**src/rtl/uart_tx_arbiter.sv**
```systemverilog
// UART transmitter arbitrating between a general-data FIFO and a stream channel.
// Optional even parity bit is enabled by defining UART_TX_PARITY_EN.
module uart_tx_arbiter #(
    parameter int unsigned CLKS_PER_BIT = 868,
    parameter int unsigned FIFO_DEPTH   = 32,
    parameter int unsigned FIFO_AW      = 5
) (
    input  logic               Clock,
    input  logic               Reset_n,
    input  logic [7:0]         gen_data,
    input  logic               gen_write,
    output logic               gen_full,
    output logic [FIFO_AW:0]   gen_count,
    input  logic               stream_mode,
    input  logic [7:0]         stream_data,
    input  logic               stream_valid,
    output logic               stream_ready,
    output logic               SDO,
    output logic               tx_busy,
    output logic               overflow
);

    localparam int unsigned CNT_W = 16;
    localparam int unsigned CW    = FIFO_AW + 1;

    typedef enum logic [2:0] {
        ST_IDLE,
        ST_START,
        ST_DATA,
`ifdef UART_TX_PARITY_EN
        ST_PARITY,
`endif
        ST_STOP
    } tx_state_e;

    // FIFO storage and bookkeeping
    logic [7:0]         fifo_mem [FIFO_DEPTH];
    logic [FIFO_AW-1:0] wr_ptr_q, wr_ptr_d;
    logic [FIFO_AW-1:0] rd_ptr_q, rd_ptr_d;
    logic [CW-1:0]      count_q, count_d;
    logic               full_q, full_d;
    logic               overflow_q, overflow_d;
    logic               push, pop;

    // Transmitter
    tx_state_e          state_q, state_d;
    logic [CNT_W-1:0]   cnt_q, cnt_d;
    logic [2:0]         idx_q, idx_d;
    logic [7:0]         data_q, data_d;
    logic               sdo_q, sdo_d;
    logic               busy_q, busy_d;
    logic               bit_end;

    assign push    = gen_write && !full_q;
    assign bit_end = (cnt_q == CNT_W'(CLKS_PER_BIT - 1));

    assign gen_full     = full_q;
    assign gen_count    = count_q;
    assign overflow     = overflow_q;
    assign SDO          = sdo_q;
    assign tx_busy      = busy_q;
    assign stream_ready = stream_mode && (state_q == ST_IDLE);

    // FIFO pointer/occupancy next state; a write while full is dropped even on a pop cycle
    always_comb begin
        wr_ptr_d   = wr_ptr_q;
        rd_ptr_d   = rd_ptr_q;
        count_d    = count_q;
        overflow_d = overflow_q | (gen_write & full_q);
        if (push) begin
            wr_ptr_d = wr_ptr_q + FIFO_AW'(1);
        end
        if (pop) begin
            rd_ptr_d = rd_ptr_q + FIFO_AW'(1);
        end
        case ({push, pop})
            2'b10:   count_d = count_q + CW'(1);
            2'b01:   count_d = count_q - CW'(1);
            default: count_d = count_q;
        endcase
        full_d = (count_d == CW'(FIFO_DEPTH));
    end

    // Transmit FSM next state and outputs
    always_comb begin
        state_d = state_q;
        cnt_d   = cnt_q;
        idx_d   = idx_q;
        data_d  = data_q;
        sdo_d   = sdo_q;
        busy_d  = busy_q;
        pop     = 1'b0;
        case (state_q)
            ST_IDLE: begin
                if ((stream_mode && stream_valid) || (!stream_mode && count_q != '0)) begin
                    data_d  = stream_mode ? stream_data : fifo_mem[rd_ptr_q];
                    pop     = !stream_mode;
                    state_d = ST_START;
                    sdo_d   = 1'b0;
                    busy_d  = 1'b1;
                    cnt_d   = '0;
                    idx_d   = '0;
                end
            end
            ST_START: begin
                if (bit_end) begin
                    cnt_d   = '0;
                    state_d = ST_DATA;
                    sdo_d   = data_q[0];
                end else begin
                    cnt_d = cnt_q + CNT_W'(1);
                end
            end
            ST_DATA: begin
                if (bit_end) begin
                    cnt_d = '0;
                    if (idx_q == 3'd7) begin
`ifdef UART_TX_PARITY_EN
                        state_d = ST_PARITY;
                        sdo_d   = ^data_q;
`else
                        state_d = ST_STOP;
                        sdo_d   = 1'b1;
`endif
                    end else begin
                        idx_d = idx_q + 3'd1;
                        sdo_d = data_q[idx_q + 3'd1];
                    end
                end else begin
                    cnt_d = cnt_q + CNT_W'(1);
                end
            end
`ifdef UART_TX_PARITY_EN
            ST_PARITY: begin
                if (bit_end) begin
                    cnt_d   = '0;
                    state_d = ST_STOP;
                    sdo_d   = 1'b1;
                end else begin
                    cnt_d = cnt_q + CNT_W'(1);
                end
            end
`endif
            ST_STOP: begin
                if (bit_end) begin
                    cnt_d   = '0;
                    state_d = ST_IDLE;
                    sdo_d   = 1'b1;
                    busy_d  = 1'b0;
                end else begin
                    cnt_d = cnt_q + CNT_W'(1);
                end
            end
            default: begin
                state_d = ST_IDLE;
                sdo_d   = 1'b1;
                busy_d  = 1'b0;
                cnt_d   = '0;
            end
        endcase
    end

    // Data array needs no reset: occupancy gates every read
    always_ff @(posedge Clock) begin
        if (push) begin
            fifo_mem[wr_ptr_q] <= gen_data;
        end
    end

    always_ff @(posedge Clock or negedge Reset_n) begin
        if (!Reset_n) begin
            wr_ptr_q   <= '0;
            rd_ptr_q   <= '0;
            count_q    <= '0;
            full_q     <= 1'b0;
            overflow_q <= 1'b0;
            state_q    <= ST_IDLE;
            cnt_q      <= '0;
            idx_q      <= '0;
            data_q     <= '0;
            sdo_q      <= 1'b1;
            busy_q     <= 1'b0;
        end else begin
            wr_ptr_q   <= wr_ptr_d;
            rd_ptr_q   <= rd_ptr_d;
            count_q    <= count_d;
            full_q     <= full_d;
            overflow_q <= overflow_d;
            state_q    <= state_d;
            cnt_q      <= cnt_d;
            idx_q      <= idx_d;
            data_q     <= data_d;
            sdo_q      <= sdo_d;
            busy_q     <= busy_d;
        end
    end

endmodule

```
**config.mk**
```make
export PLATFORM = sky130hd
export DESIGN_NAME = uart_tx_arbiter
export DESIGN_NICKNAME = d
export VERILOG_FILES = /design/src/rtl/uart_tx_arbiter.sv
export SDC_FILE = /design/constraint.sdc
export NUM_CORES = 1
export LEC_CHECK = 0
export CAP_MARGIN = 20
export CELL_PAD_IN_SITES_DETAIL_PLACEMENT = 1
export CELL_PAD_IN_SITES_GLOBAL_PLACEMENT = 1
export CORE_UTILIZATION = 34
export CTS_BUF_LIST = sky130_fd_sc_hd__clkbuf_8
export DETAILED_ROUTE_END_ITERATION = 16
export GPL_ROUTABILITY_DRIVEN = 1
export PLACE_DENSITY_LB_ADDON = 0.3
export SLEW_MARGIN = 25
export SYNTH_ARGS = -nofsm -noshare
export SYNTH_HDL_FRONTEND = slang
export SYNTH_SLANG_ARGS = --single-unit
```
**constraint.sdc**
```tcl
create_clock -name Clock -period 4.7 [get_ports Clock]
set_input_delay 0.94 -clock Clock [delete_from_list [all_inputs] [get_ports Clock]]
set_output_delay 0.94 -clock Clock [all_outputs]
set_load 0.02 [all_outputs]
```
==> impl_metrics.toml, run 1 <==
[critical_path]
cp_max_fo = 12
cp.arrival_ns = 2.55
critPathLaunchType = "input port"
critical_path_class = "input port to output port"
cp_data_required_time_ns = 3.76
critPathCaptureType = "output port"

[pwr]
power.leakage_nw = 5.04
ir_worst_vdd_uv = 240
cellPowerDensity_nw_per_um2 = 564
p_clk_share_pct = 27.5
p_switching_mw = 2.76
internal_power_mw = 5.57
seq_power_share_pct = 43.6
combinationalPowerShare_pct = 28.9
p_sw_share_pct = 33.1

[clock_tree]
clk_pin_slew_worst_paths_ns = 0.06
cts-buffers-inserted = 53
cts_setup_buffers = 0
clkLatencyLatePin_ns = 0.60
cts_resized = 0
postCtsHoldBufs = 0
cts_tree = "built"
htreeDepth = 2
cts.sinks = 305
clock_path_buffers = 3
cts_root_buf = "clkbuf_8"

[floorplanning]
io_pins = 32
core_um2 = 36800
initial_core_util_pct = 34.8
die_area_um2 = 38400
die_y_um = 196
die_w_um = 196
rows = 70

[logic_synthesis]
netlist_top_cells_count = "edfxtp_1 (256), mux4_2 (66), nand2_1 (51)"
synth-seq-cells = 305
async_flop_share_pct = 16.1
synth_edf_count = 256
syn-num-nets = 793
netlist_instances = 756
synth_warnings = 0
synth.largest_area_cell = "edfxtp_1"
postSynthAreaPerCell_um2 = 16.9
yosysTopAreaCellShare_pct = 60.1
ys_seq_area_share_pct = 69.6
synth.most_common_cell = "edfxtp_1"
netlist_top_cells_area = "edfxtp_1 (60%), mux4_2 (12%), dfrtp_1 (9.4%)"
synthDistinctLibCells = 58
synth_area_um2 = 12800
synth_flop_cell = "edfxtp_1"

[global_route]
grt_usage_pct = 16.0
overflow = 0
grt_max_degree = 41
grt_pass1_wl_um = 46300
grt_pass1_vias = 7578
antenna_found_initial = 0

[detailed_routing]
vias_per_cell = 5.16
drtIter0Drc = 511
ant_nets = 0
dr.pass1.iters = 5
post_drt_wl_per_cell_um = 21.9
drc = 0
drt_wl_total_um = 29500
vias = 6953

[timing]
fin_worst_skew_ns = 0.0256
worst_pin_slew_ns = 0.841
grt_setup_unrepaired = "false"
final.min_clock_period_ns = 3.49
drv_slew = 0
final_hold_viol_count = 0
slew_headroom_pct = 43.8
fin_tns_setup_ns = 0
fin_ws_ns = 1.21
min_period_over_period_pct = 74.2
fmax_mhz = 287
finalSetupViolCount = 0

[layout]
fillers = 3667
fin_area_um2 = 14800
final_cell_count_no_fill = 1347
postLayoutCoreUtil_pct = 40.1
drive_gt1_share_pct = 22.7
syn_to_final_growth_pct = 15.3
nets = 873

[status]
status = "completed"

[placement]
placed_cell_area_um2 = 13700
io_buffer_count = 31
place_inst = 1249
hpwlAfterDp_um = 18400
gp_congestion = 0.760
dpl_worst_slack_ns = 0.785

[flow_run]
cap_viol_max_count = 0

[min_path]
min_path_type = "input port to asynchronous set/reset pin"
## state kept, by name, summed over array words and instances, names as in the netlist, 2 cells and up
register   cells
cnt_q         16
data_q         8
fifo_mem     256
gen_count      6
idx_q          3
rd_ptr_q       5
state_q        2
wr_ptr_q       5
## worst paths after layout
kind,start,to,slack [ns],depth (start not counted)
max in group asynchronous,Reset_n,rd_ptr_q[1]$_DFFE_PN0P_,3.58,2
min in group Clock,overflow$_DFF_PN0_,overflow$_DFF_PN0_,0.47,1
setup reg to reg,state_q[0]$_DFFE_PN0P_,gen_full$_DFF_PN0_,1.69,10
hold / removal,Reset_n,wr_ptr_q[4]$_DFFE_PN0P_,0.23,1
setup / recovery,stream_mode,stream_ready,1.21,3
hold reg to reg,overflow$_DFF_PN0_,overflow$_DFF_PN0_,0.47,1
## metal layers
layer / routed length (µm) / GRT usage, % / part of all wire, % / vias to the layer above
met4: 655 / 5.44 / 2.2 / 0
met1: 13700 / 21.9 / 46 / 3638
li1: - / - / - / 3141
met3: 1070 / 2.66 / 3.6 / 45
met5: 0 / 0 / 0 / -
met2: 14100 / 26.0 / 48 / 129
## through the flow
step,hold WS (ns),power (mW)
after floorplan,0.459,5.29
after global placement,0.445,6.11
after detailed placement,0.463,6.16
after CTS,0.203,8.47
after global routing,0.218,8.80
final,0.231,8.33
## placed cells by master, fill, tap and decap left out, drive strengths merged, types with 6 or more instances in the layout
cell / instances
clkdlybuf4s50: 26
o31ai: 8
nand2: 52
nand3: 9
mux2: 13
xnor2: 12
mux2i: 20
nand2b: 6
nor3: 7
a211oi: 9
a21oi: 28
ha: 16
mux4: 66
nor2: 51
clkinv: 12
and3: 6
clkbuf: 60
edfxtp: 256
inv: 33
nand4: 7
nor2b: 17
buf: 39
o211ai: 8
dfrtp: 48
o21ai: 30
## final cells by class
class	count	area [µm²]	area share, %
inverters	10	37.5	0.254
clock buffers	60	826	5.59
repair buffers	65	566	3.83
diodes	1	2.50	0.0170
flip-flops and latches	305	8920	60.4
clock inverters	37	188	1.27
well taps	468	586	3.97
multi-input cells	401	3640	24.6
## power groups by stage
stage	combinational [mW]	clock [mW]	sequential, mW
2_1_floorplan	1.85	0	3.44
3_3_place_gp	2.42	0	3.69
3_5_place_dp	2.46	0	3.70
4_1_cts	2.46	2.36	3.65
5_1_grt	2.64	2.47	3.69
6_report	2.41	2.29	3.63
## cell families after synthesis
kind of cell / after synthesis / share of synthesized area (%)
DFF: 305 / 69.6
and+or+nand+nor: 174 / 6.78
muxes: 99 / 14.3
AOI/OAI and AO/OA: 96 / 4.65
buffers and inverters: 50 / 1.94
xor gates and xnor gates: 16 / 1.09
adders and majority gates: 16 / 1.56
## worst max-delay path, cell delays in order
cell and delay (ns):
clkdlybuf4s50_1 0.81, and2_1 0.20, clkdlybuf4s50_1 0.59
(Power assumes the default switching activity.)
==> run 2, diff against run 1 <==
==> constraint.sdc (replaced) <==
create_clock -name Clock -period 2.9 [get_ports Clock]
set_input_delay 0.58 -clock Clock [delete_from_list [all_inputs] [get_ports Clock]]
set_output_delay 0.58 -clock Clock [all_outputs]
set_load 0.02 [all_outputs]
==> run 2 against run 1 <==
Compared with the run above:
- largest cell class unchanged
- register-to-register slack lost 1.4 ns
- non-clock buffer count grew 42
- routed wire length shrank 0.77%
- largest power group unchanged
==> impl_metrics.toml, run 2 (synthesis results as in run 1) <==
[status]
status = "completed"

[detailed_routing]
drtIter0Drc = 417
vias = 7005
drt_wl_total_um = 29300
dr.pass1.iters = 4
ant_nets = 0
vias_per_cell = 5.07
post_drt_wl_per_cell_um = 21.2
drc = 0

[clock_tree]
cts_tree = "built"
htreeDepth = 2
cts_setup_buffers = 0
cts-buffers-inserted = 50
cts_resized = 0
postCtsHoldBufs = 0
cts.sinks = 305
clock_path_buffers = 3
clk_pin_slew_worst_paths_ns = 0.06
cts_root_buf = "clkbuf_8"
clkLatencyLatePin_ns = 0.57

[floorplanning]
core_um2 = 36800
die_w_um = 196
rows = 70
io_pins = 32
die_area_um2 = 38400
initial_core_util_pct = 34.8
die_y_um = 196

[global_route]
grt_max_degree = 38
grt_usage_pct = 15.8
antenna_found_initial = 0
grt_pass1_vias = 7618
grt_pass1_wl_um = 45800
overflow = 0

[critical_path]
cp_data_required_time_ns = 3.36
critPathLaunchType = "flip-flop"
cp_max_fo = 9
critPathMaxStageDelay_ns = 0.47
crit_chain = "nor4_2 -> nand2_1 -> and2_1 -> ha_1 -> mux2_2 -> nor3_1 -> mux2i_1 -> nor4_1"
cp.arrival_ns = 3.06
critical_path_class = "flip-flop to flip-flop"
r2r_cells = 8
critPathCaptureType = "flip-flop"
slowest_stage = "ha_1"

[layout]
syn_to_final_growth_pct = 17.2
postLayoutCoreUtil_pct = 40.8
layout_commonest_cell = "edfxtp_1"
reg.largest.list = "fifo_mem: 256 flops, cnt_q: 16 flops, data_q: 8 flops"
diodes = 0
final_cell_count_no_fill = 1381
fin_area_um2 = 15000
largest_reg_flops = 256
fillers = 3696
largest_register = "fifo_mem"
nets = 912
drive_gt1_share_pct = 25.1
layout_common_cells = "edfxtp_1 (256), buf_4 (72), mux4_2 (66)"

[timing]
min_period_over_period_pct = 89.7
grt_setup_unrepaired = "false"
fin_tns_setup_ns = 0
slew_headroom_pct = 47.3
worst_pin_slew_ns = 0.791
fin_worst_skew_ns = 0.0289
final_hold_viol_count = 0
drv_slew = 0
finalSetupViolCount = 0
final.min_clock_period_ns = 2.60
fmax_mhz = 384

[placement]
place_inst = 1291
hpwlAfterDp_um = 19000
placed_cell_area_um2 = 14100
gp_congestion = 0.789
io_buffer_count = 31

[pwr]
ir_worst_vdd_uv = 340
cellPowerDensity_nw_per_um2 = 896
fin_total_pwr_mw = 13.4
power.leakage_nw = 5.25

[flow_run]
cap_viol_max_count = 0

[min_path]
min_path_type = "input port to asynchronous set/reset pin"
-- run 2: layer usage --
| layer | up-vias | global-route usage (%) | part of all wire (%) |
|---|---|---|---|
| li1 | 3201 | - | - |
| met1 | 3608 | 21.6 | 44 |
| met2 | 148 | 25.7 | 49 |
| met3 | 48 | 2.84 | 4.9 |
| met4 | 0 | 5.18 | 2.4 |
| met5 | - | 0 | 0 |
-- run 2: final cells by class --
type	count	area [µm²]	share of cell area [%]
multi-input cells	401	3640	24.3
inverters	10	37.5	0.250
flip-flops and latches	305	8920	59.5
well taps	468	586	3.90
clock buffers	54	743	4.96
clock inverters	36	145	0.968
repair buffers	107	928	6.19
-- run 2: report_power, final --
group,internal (mW),leakage (nW),switching [mW]
combinational,2.10,1.76,2.34
sequential,5.23,2.93,0.428
clock,1.70,0.559,1.64
-- run 2: critical path: cells and delay by family (launching register included) --
kind	cells	cell delay, ns
flops	1	0.40
fa+ha+maj	1	0.47
mux	2	0.51
simple gates	5	1.14
-- run 2: metrics by stage --
step,setup WS [ns],hold slack [ns]
after floorplan,0.179,0.284
final,0.299,0.0900
after detailed placement,0.109,0.465
after global placement,0.124,0.454
after CTS,0.0258,0.0937
after global routing,0.0686,0.119
-- run 2: final timing paths --
| check | from | end | slack [ns] |
|---|---|---|---|
| setup / recovery | gen_count[0]$_DFF_PN0_ | gen_full$_DFF_PN0_ | 0.30 |
| hold / removal | Reset_n | cnt_q[7]$_DFFE_PN0N_ | 0.09 |
| setup reg to reg | gen_count[0]$_DFF_PN0_ | gen_full$_DFF_PN0_ | 0.30 |
| hold reg to reg | overflow$_DFF_PN0_ | overflow$_DFF_PN0_ | 0.47 |
| max in group asynchronous | Reset_n | gen_count[1]$_DFF_PN0_ | 2.16 |
| min in group Clock | overflow$_DFF_PN0_ | overflow$_DFF_PN0_ | 0.47 |
==> run 3, diff against run 2 <==
--- a/config.mk
+++ b/config.mk
@@ -8,6 +8,7 @@
 export CAP_MARGIN = 20
 export CELL_PAD_IN_SITES_DETAIL_PLACEMENT = 1
 export CELL_PAD_IN_SITES_GLOBAL_PLACEMENT = 1
+export CORE_ASPECT_RATIO = 1.1
 export CORE_UTILIZATION = 34
 export CTS_BUF_LIST = sky130_fd_sc_hd__clkbuf_8
 export DETAILED_ROUTE_END_ITERATION = 16
==> run 3 against run 2 <==
Compared with the run above:
- count of clock-buffer cells in the layout increased by 1
- power up 1.5%
- critical path type is now flip-flop to output port
- critical path depth fell by 3
- via count shrank 0.66%
- first-iteration DRC count decreased by 7.0%
- combinational power fell by 2%
- design area is 0.68% higher
==> impl_metrics.toml, run 3 (synthesis results as in run 1) <==
[layout]
drive_gt1_share_pct = 24.9
diodes = 0
syn_to_final_growth_pct = 18.0
reg.largest.list = "fifo_mem: 256 flops, cnt_q: 16 flops, data_q: 8 flops"
layout_commonest_cell = "edfxtp_1"
largest_reg_flops = 256
layout_common_cells = "edfxtp_1 (256), mux4_2 (66), buf_4 (63)"
final_cell_count_no_fill = 1404
largest_register = "fifo_mem"
nets = 907

[critical_path]
cp.arrival_ns = 2.15
slowest_stage = "clkdlybuf4s50_1"
critPathLaunchType = "flip-flop"
crit_chain = "inv_1 -> ha_1 -> buf_4 -> and2_1 -> clkdlybuf4s50_1"
critPathCaptureType = "output port"
cp_data_required_time_ns = 2.32
cp_max_fo = 6
r2r_cells = 10
critPathMaxStageDelay_ns = 0.59
critical_path_class = "flip-flop to output port"

[pwr]
cellPowerDensity_nw_per_um2 = 903
ir_worst_vdd_uv = 407
fin_total_pwr_mw = 13.6
power.leakage_nw = 5.20

[floorplanning]
die_area_um2 = 38400
core_um2 = 37100
rows = 74
die_w_um = 187
initial_core_util_pct = 34.5
io_pins = 32
die_y_um = 205

[detailed_routing]
drc = 0
vias_per_cell = 4.96
drtIter0Drc = 388
dr.pass1.iters = 5
post_drt_wl_per_cell_um = 20.6
drt_wl_total_um = 28900
vias = 6959
ant_nets = 0

[placement]
gp_congestion = 0.761
place_inst = 1310
io_buffer_count = 31
hpwlAfterDp_um = 18800

[timing]
final.min_clock_period_ns = 2.73
slew_headroom_pct = 59.7
worst_pin_slew_ns = 0.604
drv_slew = 0
min_period_over_period_pct = 94.3
fin_worst_skew_ns = 0.0205
grt_setup_unrepaired = "false"
final_hold_viol_count = 0
fmax_mhz = 366
fin_tns_setup_ns = 0
finalSetupViolCount = 0

[clock_tree]
cts_tree = "built"
htreeDepth = 2
cts.sinks = 305
cts-buffers-inserted = 51
clkLatencyLatePin_ns = 0.58
clock_path_buffers = 3
cts_setup_buffers = 0
cts_root_buf = "clkbuf_8"
clk_pin_slew_worst_paths_ns = 0.06

[min_path]
hold_depth = 1
min_path_type = "flip-flop to flip-flop"

[global_route]
grt_usage_pct = 15.5
grt_pass1_wl_um = 45300
antenna_found_initial = 0
grt_pass1_vias = 7662
overflow = 0
grt_max_degree = 33

[status]
status = "completed"

[flow_run]
cap_viol_max_count = 0
[run 3: cell count changes in the layout (fill, tap and decap cells not counted), sizes merged]
cell,previous run,this run
buf,77,70
clkdlybuf4s50,29,30
inv,40,29
dlygate4sd3,0,1
bufinv,0,2
clkbuf,54,55
clkinv,4,16
dlymetal6s2s,1,0
clkinvlp,2,1
[run 3: critical path: cells and delay by family, from the launching register on]
| kind | cells | cell delay (ns) |
|---|---|---|
| simple gates | 1 | 0.13 |
| fa+ha+maj | 1 | 0.18 |
| buf+inv | 3 | 0.86 |
| flops | 1 | 0.43 |
[run 3: final timing paths]
path	endpoint	slack, ns	startpoint
max	stream_ready	0.17	state_q[0]$_DFFE_PN0P_
min	overflow$_DFF_PN0_	0.46	overflow$_DFF_PN0_
max reg2reg	gen_full$_DFF_PN0_	0.24	gen_count[3]$_DFF_PN0_
min reg2reg	overflow$_DFF_PN0_	0.46	overflow$_DFF_PN0_
max in group asynchronous	rd_ptr_q[0]$_DFFE_PN0P_	1.72	Reset_n
min in group asynchronous	idx_q[0]$_DFFE_PN0P_	0.51	Reset_n
[run 3: power breakdown]
group	internal, mW	leakage (nW)	switching, mW
Sequential	5.23	2.93	0.458
Clock	1.92	0.558	1.68
Combinational	2.07	1.72	2.27
[run 3: final cells by class]
class / instances / area, µm²
Fill cell: 3704 / 22000
Sequential cell: 305 / 8920
Multi-Input combinational cell: 401 / 3650
Timing Repair Buffer: 101 / 908
Clock buffer: 55 / 757
Tap cell: 494 / 618
Clock inverter: 38 / 210
Inverter: 10 / 37.5
[run 3: repair_timing]
item / 4_1_cts / 5_1_grt
hold endpoints to repair: 17 / 0
endpoints found under the setup margin: 0 / 1
gates resized for setup: 0 / 1
hold buffers: 1 / 0
[run 3: per-layer routing]
layer,track usage [%],share of wire (%),wire (µm)
met3,2.61,3.5,1020
met1,20.0,45,12900
met4,4.89,1.7,482
met5,0,0,0
met2,26.8,50,14500
[run 3: stage by stage]
step	setup WS [ns]	cell area, µm²	util [%]	hold WS, ns
after global placement	0.0840	14100	38.0	0.439
after global routing	0.0254	15100	40.7	0.502
after detailed placement	0.0747	14100	38.0	0.456
after CTS	0.109	15100	40.6	0.469
final	0.166	15100	40.7	0.458
after floorplan	0.179	12800	-	0.284
